<file path="src/rtl/itf_packet_rx.sv">
// itf_packet_rx: assembles header+4-byte packets into a first-word-fall-through FIFO.
// Define ITF_RX_CHECKSUM_EN to require a trailing XOR checksum byte per packet.
module itf_packet_rx #(
    parameter int DEPTH = 16
) (
    input  logic        clk,
    input  logic        rst_n,
    input  logic [7:0]  rx_data,
    input  logic        rx_valid,
    output logic        rx_ready,
    output logic [1:0]  itf_packet_type,
    output logic [31:0] itf_data,
    output logic        itf_empty,
    input  logic        fifo_re,
    output logic        rx_err
);

    localparam int AW = (DEPTH > 1) ? $clog2(DEPTH) : 1;
    localparam int CW = AW + 1;

`ifdef ITF_RX_CHECKSUM_EN
    typedef enum logic [1:0] {S_HDR, S_PAYLOAD, S_CHECK, S_COMMIT} state_t;
`else
    typedef enum logic [1:0] {S_HDR, S_PAYLOAD, S_COMMIT} state_t;
`endif

    state_t      state;
    logic [1:0]  cnt;
    logic [1:0]  ptype;
    logic [31:0] word;

    logic [AW-1:0] wptr;
    logic [AW-1:0] rptr;
    logic [CW-1:0] count;
    logic [33:0]   mem [DEPTH];

    logic full;
    logic accept;
    logic push;
    logic pop;

    assign full      = (count == CW'(DEPTH));
    assign itf_empty = (count == '0);
    assign rx_ready  = (state != S_COMMIT);
    assign accept    = rx_valid && rx_ready;
    assign push      = (state == S_COMMIT) && !full;
    assign pop       = fifo_re && !itf_empty;

    assign itf_packet_type = itf_empty ? 2'b00 : mem[rptr][33:32];
    assign itf_data        = mem[rptr][31:0];

`ifdef ITF_RX_CHECKSUM_EN
    logic [7:0] csum;
    logic       rx_err_q;
    assign rx_err = rx_err_q;
`else
    assign rx_err = 1'b0;
`endif

    always_ff @(posedge clk) begin
        if (!rst_n) begin
            state <= S_HDR;
            cnt   <= 2'd0;
            ptype <= 2'b00;
            word  <= 32'd0;
`ifdef ITF_RX_CHECKSUM_EN
            csum     <= 8'd0;
            rx_err_q <= 1'b0;
`endif
        end else begin
`ifdef ITF_RX_CHECKSUM_EN
            rx_err_q <= 1'b0;
`endif
            case (state)
                S_HDR: begin
                    // Type 00 headers are fillers and never open a packet.
                    if (accept && rx_data[7:6] != 2'b00) begin
                        ptype <= rx_data[7:6];
                        cnt   <= 2'd0;
                        state <= S_PAYLOAD;
`ifdef ITF_RX_CHECKSUM_EN
                        csum  <= rx_data;
`endif
                    end
                end
                S_PAYLOAD: begin
                    if (accept) begin
                        word <= {word[23:0], rx_data};
                        cnt  <= cnt + 2'd1;
`ifdef ITF_RX_CHECKSUM_EN
                        csum <= csum ^ rx_data;
                        if (cnt == 2'd3) state <= S_CHECK;
`else
                        if (cnt == 2'd3) state <= S_COMMIT;
`endif
                    end
                end
`ifdef ITF_RX_CHECKSUM_EN
                S_CHECK: begin
                    if (accept) begin
                        if (rx_data == csum) begin
                            state <= S_COMMIT;
                        end else begin
                            rx_err_q <= 1'b1;
                            state    <= S_HDR;
                        end
                    end
                end
`endif
                S_COMMIT: begin
                    if (!full) state <= S_HDR;
                end
                default: state <= S_HDR;
            endcase
        end
    end

    // Fullness is judged before any same-cycle pop, so a full FIFO
    // always defers the push by one cycle.
    always_ff @(posedge clk) begin
        if (!rst_n) begin
            wptr  <= '0;
            rptr  <= '0;
            count <= '0;
        end else begin
            if (push) wptr <= wptr + AW'(1);
            if (pop)  rptr <= rptr + AW'(1);
            count <= count + CW'(push) - CW'(pop);
        end
    end

    always_ff @(posedge clk) begin
        if (rst_n && push) mem[wptr] <= {ptype, word};
    end

endmodule

</file>
<file path="config.mk">
export PLATFORM = sky130hd
export DESIGN_NAME = itf_packet_rx
export DESIGN_NICKNAME = d
export VERILOG_FILES = /design/src/rtl/itf_packet_rx.sv
export SDC_FILE = /design/constraint.sdc
export NUM_CORES = 1
export LEC_CHECK = 0
export BUFFER_PORTS_ARGS = -buffer_cell sky130_fd_sc_hd__buf_2
export CORE_MARGIN = 4
export CORE_UTILIZATION = 50
export CTS_BUF_LIST = sky130_fd_sc_hd__clkbuf_8
export DETAILED_ROUTE_END_ITERATION = 8
export PLACE_DENSITY_LB_ADDON = 0.2
export SLEW_MARGIN = 20
export SYNTH_ARGS = -nofsm -noshare
export SYNTH_HDL_FRONTEND = slang
export SYNTH_SLANG_ARGS = --single-unit
</file>
<file path="constraint.sdc">
create_clock -name clk -period 4.1 [get_ports clk]
set_input_delay 0.82 -clock clk [delete_from_list [all_inputs] [get_ports clk]]
set_output_delay 0.82 -clock clk [all_outputs]
set_load 0.02 [all_outputs]
</file>
## Word level (Yosys, flattened, before mapping)

Memory sizes are Yosys's and may differ from the RTL's. A register that Yosys moved wholly into a read port is not among the register bits.
Index checks and enable logic that the tools add are counted.

- Output and inout bits: 37
- Memories kept: 1
- Bits in writable memories: 544
- Register bits after elaboration: 51

Memories:

| name | words | width | read ports | clocked after memory_dff | wr ports | RTL line | source |
|---|---|---|---|---|---|---|---|
| mem | 16 | 34 | 1 | 1 | 1 | 35 | `logic [33:0] mem [DEPTH];` |

- Multiplexer cells: 13
- Reduce and logical (&&, ||, !) cells: 15
- Add/sub/neg operators: 5
- Equal/unequal tests: 9

Operators with widths:

| operator | count |
|---|---|
| 2-bit 2-to-1 mux | 7 |
| 2-bit != test (second input constant) | 5 |
| 4-bit by 1-bit adder with 4-bit output (second input constant) | 2 |
| 4-bit 2-to-1 mux | 2 |
| 2-bit case mux with 3 select lines | 1 |
| 5-bit by 1-bit adder with 5-bit output | 1 |
| 5-bit equality test (second input constant) | 1 |
| 1-bit logical AND | 5 |
| 5-bit zero test | 1 |
| 5-bit by 1-bit subtractor with 5-bit output | 1 |
| 2-bit equality test (second input constant) | 2 |
| 2-bit case mux with 2 select lines | 1 |
| 2-bit AND reduction | 2 |
| 4-bit AND reduction | 1 |
| 2-bit nonzero test | 2 |
| 3-bit AND reduction | 1 |
| 2-bit by 1-bit adder with 2-bit output (second input constant) | 1 |
| 2-bit by 1-bit equality test with 1-bit output (second input constant) | 1 |
| 1-bit zero test | 2 |
| 2-bit zero test | 1 |
| 1-bit 2-to-1 mux | 2 |

## Logic depth before layout (Yosys ltp)

Gate-level depths: netlist of the first run.

- Word-level depth: 6
- Gate-level depth with buffers: 14
- Gate-level depth less buffers: 13

## Worst setup path after synthesis of the first run

Ideal clock, no wire load.

- Path type: reg2reg
- Start point: register count[2]
- End point: memory mem[0][0], enable pin
- Data required time: 3633 ps
- Setup time: 467 ps
- Arrival time: 3569 ps
- Period minus slack after synthesis: 4037 ps
- Stages on the path, launching flop included: 7
- Path buffers: 0
- Path slack: 63 ps
- Cell sequence: dfxtp_1 > inv_1 > ha_1 > and4bb_2 > nor2_2 > nand3_1 > nor3_1

- Longest elaborated chain between the ends: 6

Ends and longest elaborated chain:

| what | RTL line | source |
|---|---|---|
| start: declaration | 34 | `logic [CW-1:0] count;` |
| start signal: assignment | 128 | `count <= count + CW'(push) - CW'(pop);` |
| 5-bit equality test | 42 | `assign full = (count == CW'(DEPTH));` |
| 1-bit zero test | -- |  |
| 1-bit logical AND | 46 | `assign push = (state == S_COMMIT) && !full;` |
| 1-bit logical AND | 133 | `if (rst_n && push) mem[wptr] <= {ptype, word};` |
| 1-bit 2-to-1 mux | 133 |  |
| 1-bit 2-to-1 mux (implied by the code) | 133 |  |
| end: declaration | 35 |  |

Every way passes these cells.

==> impl_metrics.yaml, run 1 <==
outcome:
  status: "completed"
cts:
  cts.sinks: 599
  cts_buffer_depth: 3
  cts_max_level: 3
  cts.repair.resized: 0
  post_cts_buffers: 0
  cts_tree: "done"
  path_clk_slew_ns: 0.06
  insertion_delay_ns: 0.65
  cts_made_buffers: 93
  cts-root-buf: "clkbuf_8"
  postCtsHoldBufs: 0
floorplan:
  fp-row-count: 77
  die_w_um: 221
  start_util_pct: 51.0
  io_pins: 49
  die_h_um: 221
  core_um2: 44600
  die_area_um2: 49000
synthesis:
  synth_common_cells: "edfxtp_1 (544), mux4_2 (134), nand2_1 (108)"
  synthTopCellsByArea: "edfxtp_1 (72%), mux4_2 (13%), dfxtp_1 (4.8%)"
  synthCells: 1122
  ys.flop_type: "edfxtp_1"
  seq_area_frac_synth_pct: 76.6
  syn_area_per_cell_um2: 20.3
  syn_area_um2: 22800
  synth.ff_latch_count: 599
  yosysMostFrequentCell: "edfxtp_1"
  synth_nets: 1146
  async_flop_share_pct: 0
  synth.distinct_cells: 39
  yosys.area.top_type: "edfxtp_1"
  synth_top_area_share_pct: 71.7
  synth_edf_count: 544
  yosysWarningCount: 0
detailed_routing:
  detail-route-antenna-nets: 0
  firstDrtPassIters: 5
  via_per_inst: 5.85
  vias: 11200
  wl_per_cell_um: 26.0
  wl_um: 49600
  drc: 0
  first_iter_violations: 1105
layout:
  syn2layout_area_growth_pct: 12.7
  antenna_cells: 0
  final_cell_area_um2: 25700
  drive_above_1_share_pct: 27.6
  final_core_util_pct: 57.5
  final_nets: 1263
grt:
  gr-total-overflow: 0
  grt_usage_pct: 20.4
  grt_pass1_wl_um: 74500
  grt_pass1_vias: 11600
  grt_start_max_net_pins: 52
  antenna_found_initial: 0
place:
  post_dp_cell_area_um2: 24000
  numPortBuffers: 47
  place_congestion: 0.732
  place_hpwl_um: 26100
timing:
  final.setup_skew_ns: 0.0271
  hold_viol: 0
  fin_tns_setup_ns: 0
  rsz0062_at_grt: "false"
  report.final.slew_viol_count: 0
  post-route-min-period_ns: 3.60
  period_share_pct: 87.8
  max_freq_mhz: 278
  setup_viol: 0
  relSlewSlack_pct: 47.3
  worst_slew_pin_slew_ns: 0.788
hold_path:
  holdCritPathClass: "in -> reg"
pwr:
  leakagePower_nw: 8.47
  fin_total_pwr_mw: 13.0
  power_density_nw_per_um2: 508
  peakVddDrop_uv: 305
job:
  max_cap_violations: 0
worst_setup_path:
  critPathLaunchType: "register"
  arrival_ns: 2.78
  cp_max_fo: 20
  cp_data_required_time_ns: 3.28
  endpoint_kind: "primary output"
  worstSetupPathType: "reg -> out"
==> kinds of logic (layout without fill, tap and decap cells) <==
group                    count (synthesis)  after routing  synth area share [%]
flip-flops                             599            599                  76.6
AND/OR/NAND/NOR                        172            172                  3.37
multiplexers                           141            141                  13.7
AO/OA/AOI/OAI                          115            115                  3.68
buffers and inverters                   74            268                  1.64
adder cells (fa/ha/maj)                 12             12                 0.692
XOR/XNOR                                 8              8                 0.308
other                                    1              1                0.0165
==> worst max-delay path, cell delays in order, from the launching register on <==
cell and delay, ns:
dfxtp_4 0.58, buf_4 0.44, mux4_2 0.55, a22oi_1 0.25
nand2_1 0.13, buf_2 0.18
==> metal layers <==
metal / track usage [%] / share of wire, % / up-vias / wire length (um)
met3: 3.42 / 6.8 / 64 / 3350
met2: 32.8 / 49 / 408 / 24400
met1: 29.4 / 42 / 5875 / 21000
li1: - / - / 4813 / -
met5: 0 / 0 / - / 0
met4: 5.50 / 1.7 / 0 / 822
==> stage by stage <==
stage,instances,setup slack [ns],hold WS [ns]
4_1_cts,1908,0.408,0.384
3_5_place_dp,1736,1.12,0.499
6_report,1908,0.500,0.428
3_3_place_gp,1736,1.10,0.489
5_1_grt,1908,0.275,0.402
2_1_floorplan,1122,0.0631,0.466
==> power by group <==
group          internal, mW  switching, mW  leakage [nW]
clock network          2.29           2.23          1.03
logic                 0.835          0.924          1.90
registers              6.63          0.118          5.53
==> registers in the layout, indices dropped and copies added (netlist names), named ones only <==
signal  count
wptr        4
state       2
count       5
ptype       2
cnt         2
mem       544
word       32
rptr        4
==> layout by cell type (no fill, tap or decap), types with 4 or more instances in the layout <==
cell type | Yosys | routed
inv_1 | 10 | 53
nor2_4 | 0 | 13
clkinv_1 | 0 | 13
a21boi_0 | 37 | 37
buf_12 | 0 | 9
a21oi_1 | 5 | 5
nor3_2 | 0 | 4
nand2_1 | 108 | 108
ha_1 | 11 | 11
xnor2_1 | 5 | 5
nand2b_1 | 5 | 5
dfxtp_1 | 55 | 53
clkinv_2 | 0 | 10
nand3_1 | 9 | 9
nor2b_1 | 6 | 4
and2_1 | 14 | 13
buf_4 | 1 | 30
clkbuf_8 | 0 | 102
buf_2 | 22 | 47
a22oi_1 | 65 | 65
edfxtp_1 | 544 | 544
mux4_2 | 134 | 134
o21ai_0 | 5 | 5
==> path summary, 6_finish.rpt <==
check	startpoint	to	slack (ns)	cells past startpoint
hold reg to reg	rptr[1]	rptr[1]	0.50	2
hold / removal	rx_data[0]	word[0]	0.43	3
setup / recovery	register	itf_data[1]	0.50	5
setup reg to reg	count[3]	count[4]	1.16	13
==> layout make-up <==
cell class | count | area [um2]
well taps | 592 | 741
flip-flops and latches | 599 | 17400
multi-input cells | 449 | 5090
fillers | 3364 | 19000
clock inverters | 70 | 293
inverters | 10 | 37.5
clock buffers | 102 | 1400
repair buffers | 86 | 641
No activity file was read; power rests on OpenSTA's default activity.
==> run 2, diff against run 1 <==
--- a/config.mk
+++ b/config.mk
@@ -10,6 +10,7 @@
 export CORE_UTILIZATION = 50
 export CTS_BUF_LIST = sky130_fd_sc_hd__clkbuf_8
 export DETAILED_ROUTE_END_ITERATION = 8
+export GPL_TIMING_DRIVEN = 0
 export PLACE_DENSITY_LB_ADDON = 0.2
 export SLEW_MARGIN = 20
 export SYNTH_ARGS = -nofsm -noshare
==> run 2 against run 1 <==
Non-clock buffer count increased by 56. Sequential power shrank 1%. First-iteration DRC count is 5.3% lower. Highest routed layer unchanged.
==> impl_metrics.yaml, run 2 (same netlist as run 1, synthesis figures left out) <==
timing:
  max_freq_mhz: 261
  hold_viol: 0
  post-route-min-period_ns: 3.84
  rsz0062_at_grt: "false"
  period_share_pct: 93.6
  report.final.slew_viol_count: 0
  final.setup_skew_ns: 0.0414
  setup_viol: 0
  fin_tns_setup_ns: 0
  worst_slew_pin_slew_ns: 0.838
  relSlewSlack_pct: 44.2
layout:
  final_core_util_pct: 58.2
  largest_reg_flops: 544
  antenna_cells: 0
  final_cell_mix: "edfxtp_1 (544), mux4_2 (134), nand2_1 (108)"
  syn2layout_area_growth_pct: 14.0
  regMostFlops: "mem"
  reg_top3: "mem x544, word x32, count x5"
  mostFrequentLayoutCell: "edfxtp_1"
  fillers: 3283
  drive_above_1_share_pct: 27.4
  final_nets: 1320
pwr:
  combPwrFrac_pct: 15.2
  power_frac_seq_pct: 51.0
  swShare_pct: 25.8
  power.internal_mw: 9.72
  p_switching_mw: 3.39
  power_density_nw_per_um2: 505
  leakagePower_nw: 8.61
  peakVddDrop_uv: 311
  power_frac_clock_pct: 33.8
detailed_routing:
  detail-route-antenna-nets: 0
  wl_per_cell_um: 24.6
  firstDrtPassIters: 7
  wl_um: 48300
  vias: 11200
  via_per_inst: 5.68
  drc: 0
  first_iter_violations: 1046
cts:
  cts_made_buffers: 94
  cts.sinks: 599
  post_cts_buffers: 0
  cts_tree: "done"
  cts-root-buf: "clkbuf_8"
  insertion_delay_ns: 0.66
  cts_buffer_depth: 3
  cts.repair.resized: 0
  path_clk_slew_ns: 0.06
  postCtsHoldBufs: 0
  cts_max_level: 3
worst_setup_path:
  path_cells: "buf_2 > buf_1 > mux4_2 > a22oi_1 > nand2_1 > buf_2"
  cp_max_fo: 10
  cpLargestDelayFamily: "buffers and inverters"
  endpoint_kind: "primary output"
  critPathLaunchType: "register"
  arrival_ns: 3.02
  worstSetupPathType: "reg -> out"
  cpMaxStageDelayCell: "buf_1"
  cp_slowest_stage_delay_ns: 0.64
  crit_buf_inv: 3
  crit_top_cell: "buf_2"
  cp_data_required_time_ns: 3.28
grt:
  grt_pass1_vias: 11700
  gr-total-overflow: 0
  use_met2_pct: 32.3
  grtUsageMet1_pct: 28.4
  grt_start_max_net_pins: 20
  grt_pass1_wl_um: 73700
  busiest_layer: "met2"
  grt_usage_pct: 20.0
  use_met3_pct: 3.38
  antenna_found_initial: 0
job:
  max_cap_violations: 0
place:
  place_congestion: 0.732
  numPortBuffers: 46
  place_hpwl_um: 31600
floorplan:
  die_h_um: 221
  start_util_pct: 51.0
  die_w_um: 221
  io_pins: 49
  core_um2: 44600
  die_area_um2: 49000
  fp-row-count: 77
hold_path:
  holdCritPathClass: "in -> reg"
outcome:
  status: "completed"
run 2: cell count changes in the layout (fill, tap and decap cells not counted), moves of 4 or more:
cell        delta
buf_1          +6
buf_16         +6
buf_2         +21
buf_4         -11
buf_6          +9
clkbuf_1      +27
clkbuf_8       -4
clkinv_1       +8
clkinvlp_4     +4
run 2: metal layers:
layer	part of all wire (%)	wire (um)
met1	43	20700
met2	50	23900
met3	5.6	2680
met4	1.8	891
met5	0	0
run 2: power by group through the flow:
stage                     clock, mW  combinational (mW)  sequential (mW)
after CTS                      4.55                2.05             6.68
after floorplan                   0                1.48             6.79
after global placement            0                2.03             6.81
final                          4.43                1.99             6.68
after global routing           4.86                2.18             6.69
after detailed placement          0                2.05             6.81
run 2: metrics by stage:
step                std cells  area (um2)  worst slack [ns]  hold slack [ns]  power (mW)
finish                   1965       26000             0.262            0.426        13.1
global route             1965       26000             0.107            0.415        13.7
global placement         1760       23700             -2.87            0.490        8.84
floorplan                1122       22800            0.0631            0.466        8.26
detailed placement       1792       24300             0.819            0.505        8.86
CTS                      1965       26000             0.161            0.370        13.3
run 2: final timing paths:
kind | start | end | slack (ns) | depth (start not counted)
max | register | itf_data[5] | 0.26 | 6
min | rx_data[4] | word[4] | 0.43 | 3
max reg2reg | count[2] | mem[3][18] | 0.94 | 9
min reg2reg | rptr[1] | rptr[1] | 0.52 | 2
run 2: final cells by class:
cell class	instances	area [um2]	area share (%)
plain buffers	64	335	1.29
clock buffers	98	1350	5.20
clock inverters	75	314	1.21
inverters	10	37.5	0.145
multi-input cells	449	5070	19.5
flip-flops and latches	599	17400	67.2
well taps	592	741	2.85
repair buffers	78	673	2.59
run 2: worst reg2reg max path, stage by stage (launching register included):
cell and delay (ns):
dfxtp_1 0.34, inv_1 0.06, ha_1 0.20, and4bb_2 0.26, nor2_2 0.29, nand3_1 0.37
nor3_2 0.64, buf_4 0.28, buf_4 0.18, buf_4 0.21
==> run 3, diff against run 2 <==
--- a/config.mk
+++ b/config.mk
@@ -5,12 +5,13 @@
 export SDC_FILE = /design/constraint.sdc
 export NUM_CORES = 1
 export LEC_CHECK = 0
-export BUFFER_PORTS_ARGS = -buffer_cell sky130_fd_sc_hd__buf_2
+export BUFFER_PORTS_ARGS = -buffer_cell sky130_fd_sc_hd__buf_4
 export CORE_MARGIN = 4
 export CORE_UTILIZATION = 50
 export CTS_BUF_LIST = sky130_fd_sc_hd__clkbuf_8
 export DETAILED_ROUTE_END_ITERATION = 8
 export GPL_TIMING_DRIVEN = 0
+export MAX_ROUTING_LAYER = met4
 export PLACE_DENSITY_LB_ADDON = 0.2
 export SLEW_MARGIN = 20
 export SYNTH_ARGS = -nofsm -noshare
==> run 3 against run 2 <==
Cell count grew 0.10%. First-iteration DRC count decreased by 5.3%. Critical path depth is 1 higher. Clock power up 8.6%. Sequential cell count unchanged. Cell area grew 1.1%.
==> impl_metrics.yaml, run 3 (same netlist as run 1, synthesis figures left out) <==
cts:
  cts_tree: "done"
  cts.sinks: 599
  post_cts_buffers: 0
  cts-root-buf: "clkbuf_8"
  cts_buffer_depth: 3
  insertion_delay_ns: 0.65
  cts_made_buffers: 95
  postCtsHoldBufs: 0
  cts.repair.resized: 0
  path_clk_slew_ns: 0.07
  cts_max_level: 3
worst_setup_path:
  crit_buf_inv: 4
  critPathLaunchType: "register"
  path_cells: "buf_2 > buf_2 > buf_2 > mux4_2 > a22oi_1 > nand2_1 > buf_4"
  r2r_end: "mem[2][13]"
  cp_slowest_stage_delay_ns: 0.42
  cp_data_required_time_ns: 3.28
  r2r-start: "count[2]"
  r2r_cells: 9
  endpoint_kind: "primary output"
  r2r_slack_ns: 1.04
  cpLargestDelayFamily: "buffers and inverters"
  worstSetupPathType: "reg -> out"
  arrival_ns: 3.00
  cpMaxStageDelayCell: "buf_2"
  crit_top_cell: "buf_2"
  cp_max_fo: 10
grt:
  grt_pass1_wl_um: 73000
  grt_start_max_net_pins: 21
  grt_pass1_vias: 11700
  antenna_found_initial: 0
  gr-total-overflow: 0
  grt_usage_pct: 20.4
floorplan:
  die_w_um: 221
  die_area_um2: 49000
  die_h_um: 221
  start_util_pct: 51.0
  fp-row-count: 77
  io_pins: 49
  core_um2: 44600
pwr:
  peakVddDrop_uv: 287
  fin_total_pwr_mw: 13.6
  power_density_nw_per_um2: 517
  leakagePower_nw: 8.70
layout:
  mostFrequentLayoutCell: "edfxtp_1"
  drive_above_1_share_pct: 28.4
  final_cell_mix: "edfxtp_1 (544), mux4_2 (134), clkbuf_8 (110)"
  fillers: 3272
  reg_top3: "mem x544, word x32, count x5"
  regMostFlops: "mem"
  final_core_util_pct: 58.8
  largest_reg_flops: 544
  syn2layout_area_growth_pct: 15.2
  antenna_cells: 0
  final_nets: 1321
  final_cell_area_um2: 26200
detailed_routing:
  routed-wl-met3_um: 2700
  routed-wl-met2_um: 23700
  first_iter_violations: 991
  highest_layer: "met4"
  via_per_inst: 5.65
  detail-route-antenna-nets: 0
  vias: 11100
  firstDrtPassIters: 5
  wl_per_cell_um: 24.4
  met1_length_um: 20700
  wl_um: 48000
  drc: 0
place:
  place_hpwl_um: 31300
  numPortBuffers: 46
  post_dp_cell_area_um2: 24400
  place_congestion: 0.746
hold_path:
  min_to: "word[1]"
  holdPathStages: 3
  worst_hold_startpoint: "rx_data[1]"
  holdCritPathClass: "in -> reg"
timing:
  setup_viol: 0
  post-route-min-period_ns: 3.82
  relSlewSlack_pct: 38.4
  fin_tns_setup_ns: 0
  hold_viol: 0
  rsz0062_at_grt: "false"
  period_share_pct: 93.1
  final.setup_skew_ns: 0.0256
  worst_slew_pin_slew_ns: 0.924
  report.final.slew_viol_count: 0
  max_freq_mhz: 262
outcome:
  status: "completed"
job:
  max_cap_violations: 0
-- run 3: worst min-delay path, delay by kind of cell --
family | cells | cell delay, ns
AO/OA/AOI/OAI | 1 | 0.06
buffers and inverters | 1 | 0.11
AND/OR/NAND/NOR | 1 | 0.05
-- run 3: layout make-up --
class                           instances  area (um2)  share of cell area [%]
Multi-Input combinational cell        449        5070                    19.3
Timing Repair Buffer                   78         781                    2.98
Inverter                               10        37.5                   0.143
Clock inverter                         65         320                    1.22
Tap cell                              592         741                    2.82
Buffer                                 64         335                    1.28
Clock buffer                          110        1510                    5.77
Sequential cell                       599       17400                    66.5
-- run 3: power by group --
group / total, mW / internal [mW] / leakage, nW / switching [mW]
sequential: 6.68 / 6.63 / 5.53 / 0.0531
clock: 4.81 / 2.57 / 1.05 / 2.24
combinational: 2.06 / 0.946 / 2.11 / 1.12
total: 13.6 / 10.1 / 8.70 / 3.41
-- run 3: through the flow --
stage | hold slack [ns] | instances | worst slack, ns
2_1_floorplan | 0.466 | 1122 | 0.0631
3_3_place_gp | 0.490 | 1760 | -2.91
3_5_place_dp | 0.508 | 1792 | 0.885
4_1_cts | 0.390 | 1967 | 0.211
5_1_grt | 0.414 | 1967 | 0.0811
6_report | 0.431 | 1967 | 0.281
-- run 3: metal layers --
layer | global-route usage, % | vias to the layer above
met3 | 3.75 | 62
met5 | - | -
met2 | 32.2 | 328
met1 | 27.7 | 5801
met4 | 5.86 | 0
li1 | - | 4922
-- run 3: worst max path at each step --
stage	cells past startpoint	from	slack (ns)	endpoint
after global routing	6	register	0.08	itf_data[17]
final	7	register	0.28	itf_data[1]
after detailed placement	6	rst_n	0.88	mem[0][18]
after global placement	3	rst_n	-2.91	mem[0][18]
after CTS	7	register	0.21	itf_data[0]
after floorplan	6	count[2]	0.06	mem[0][0]
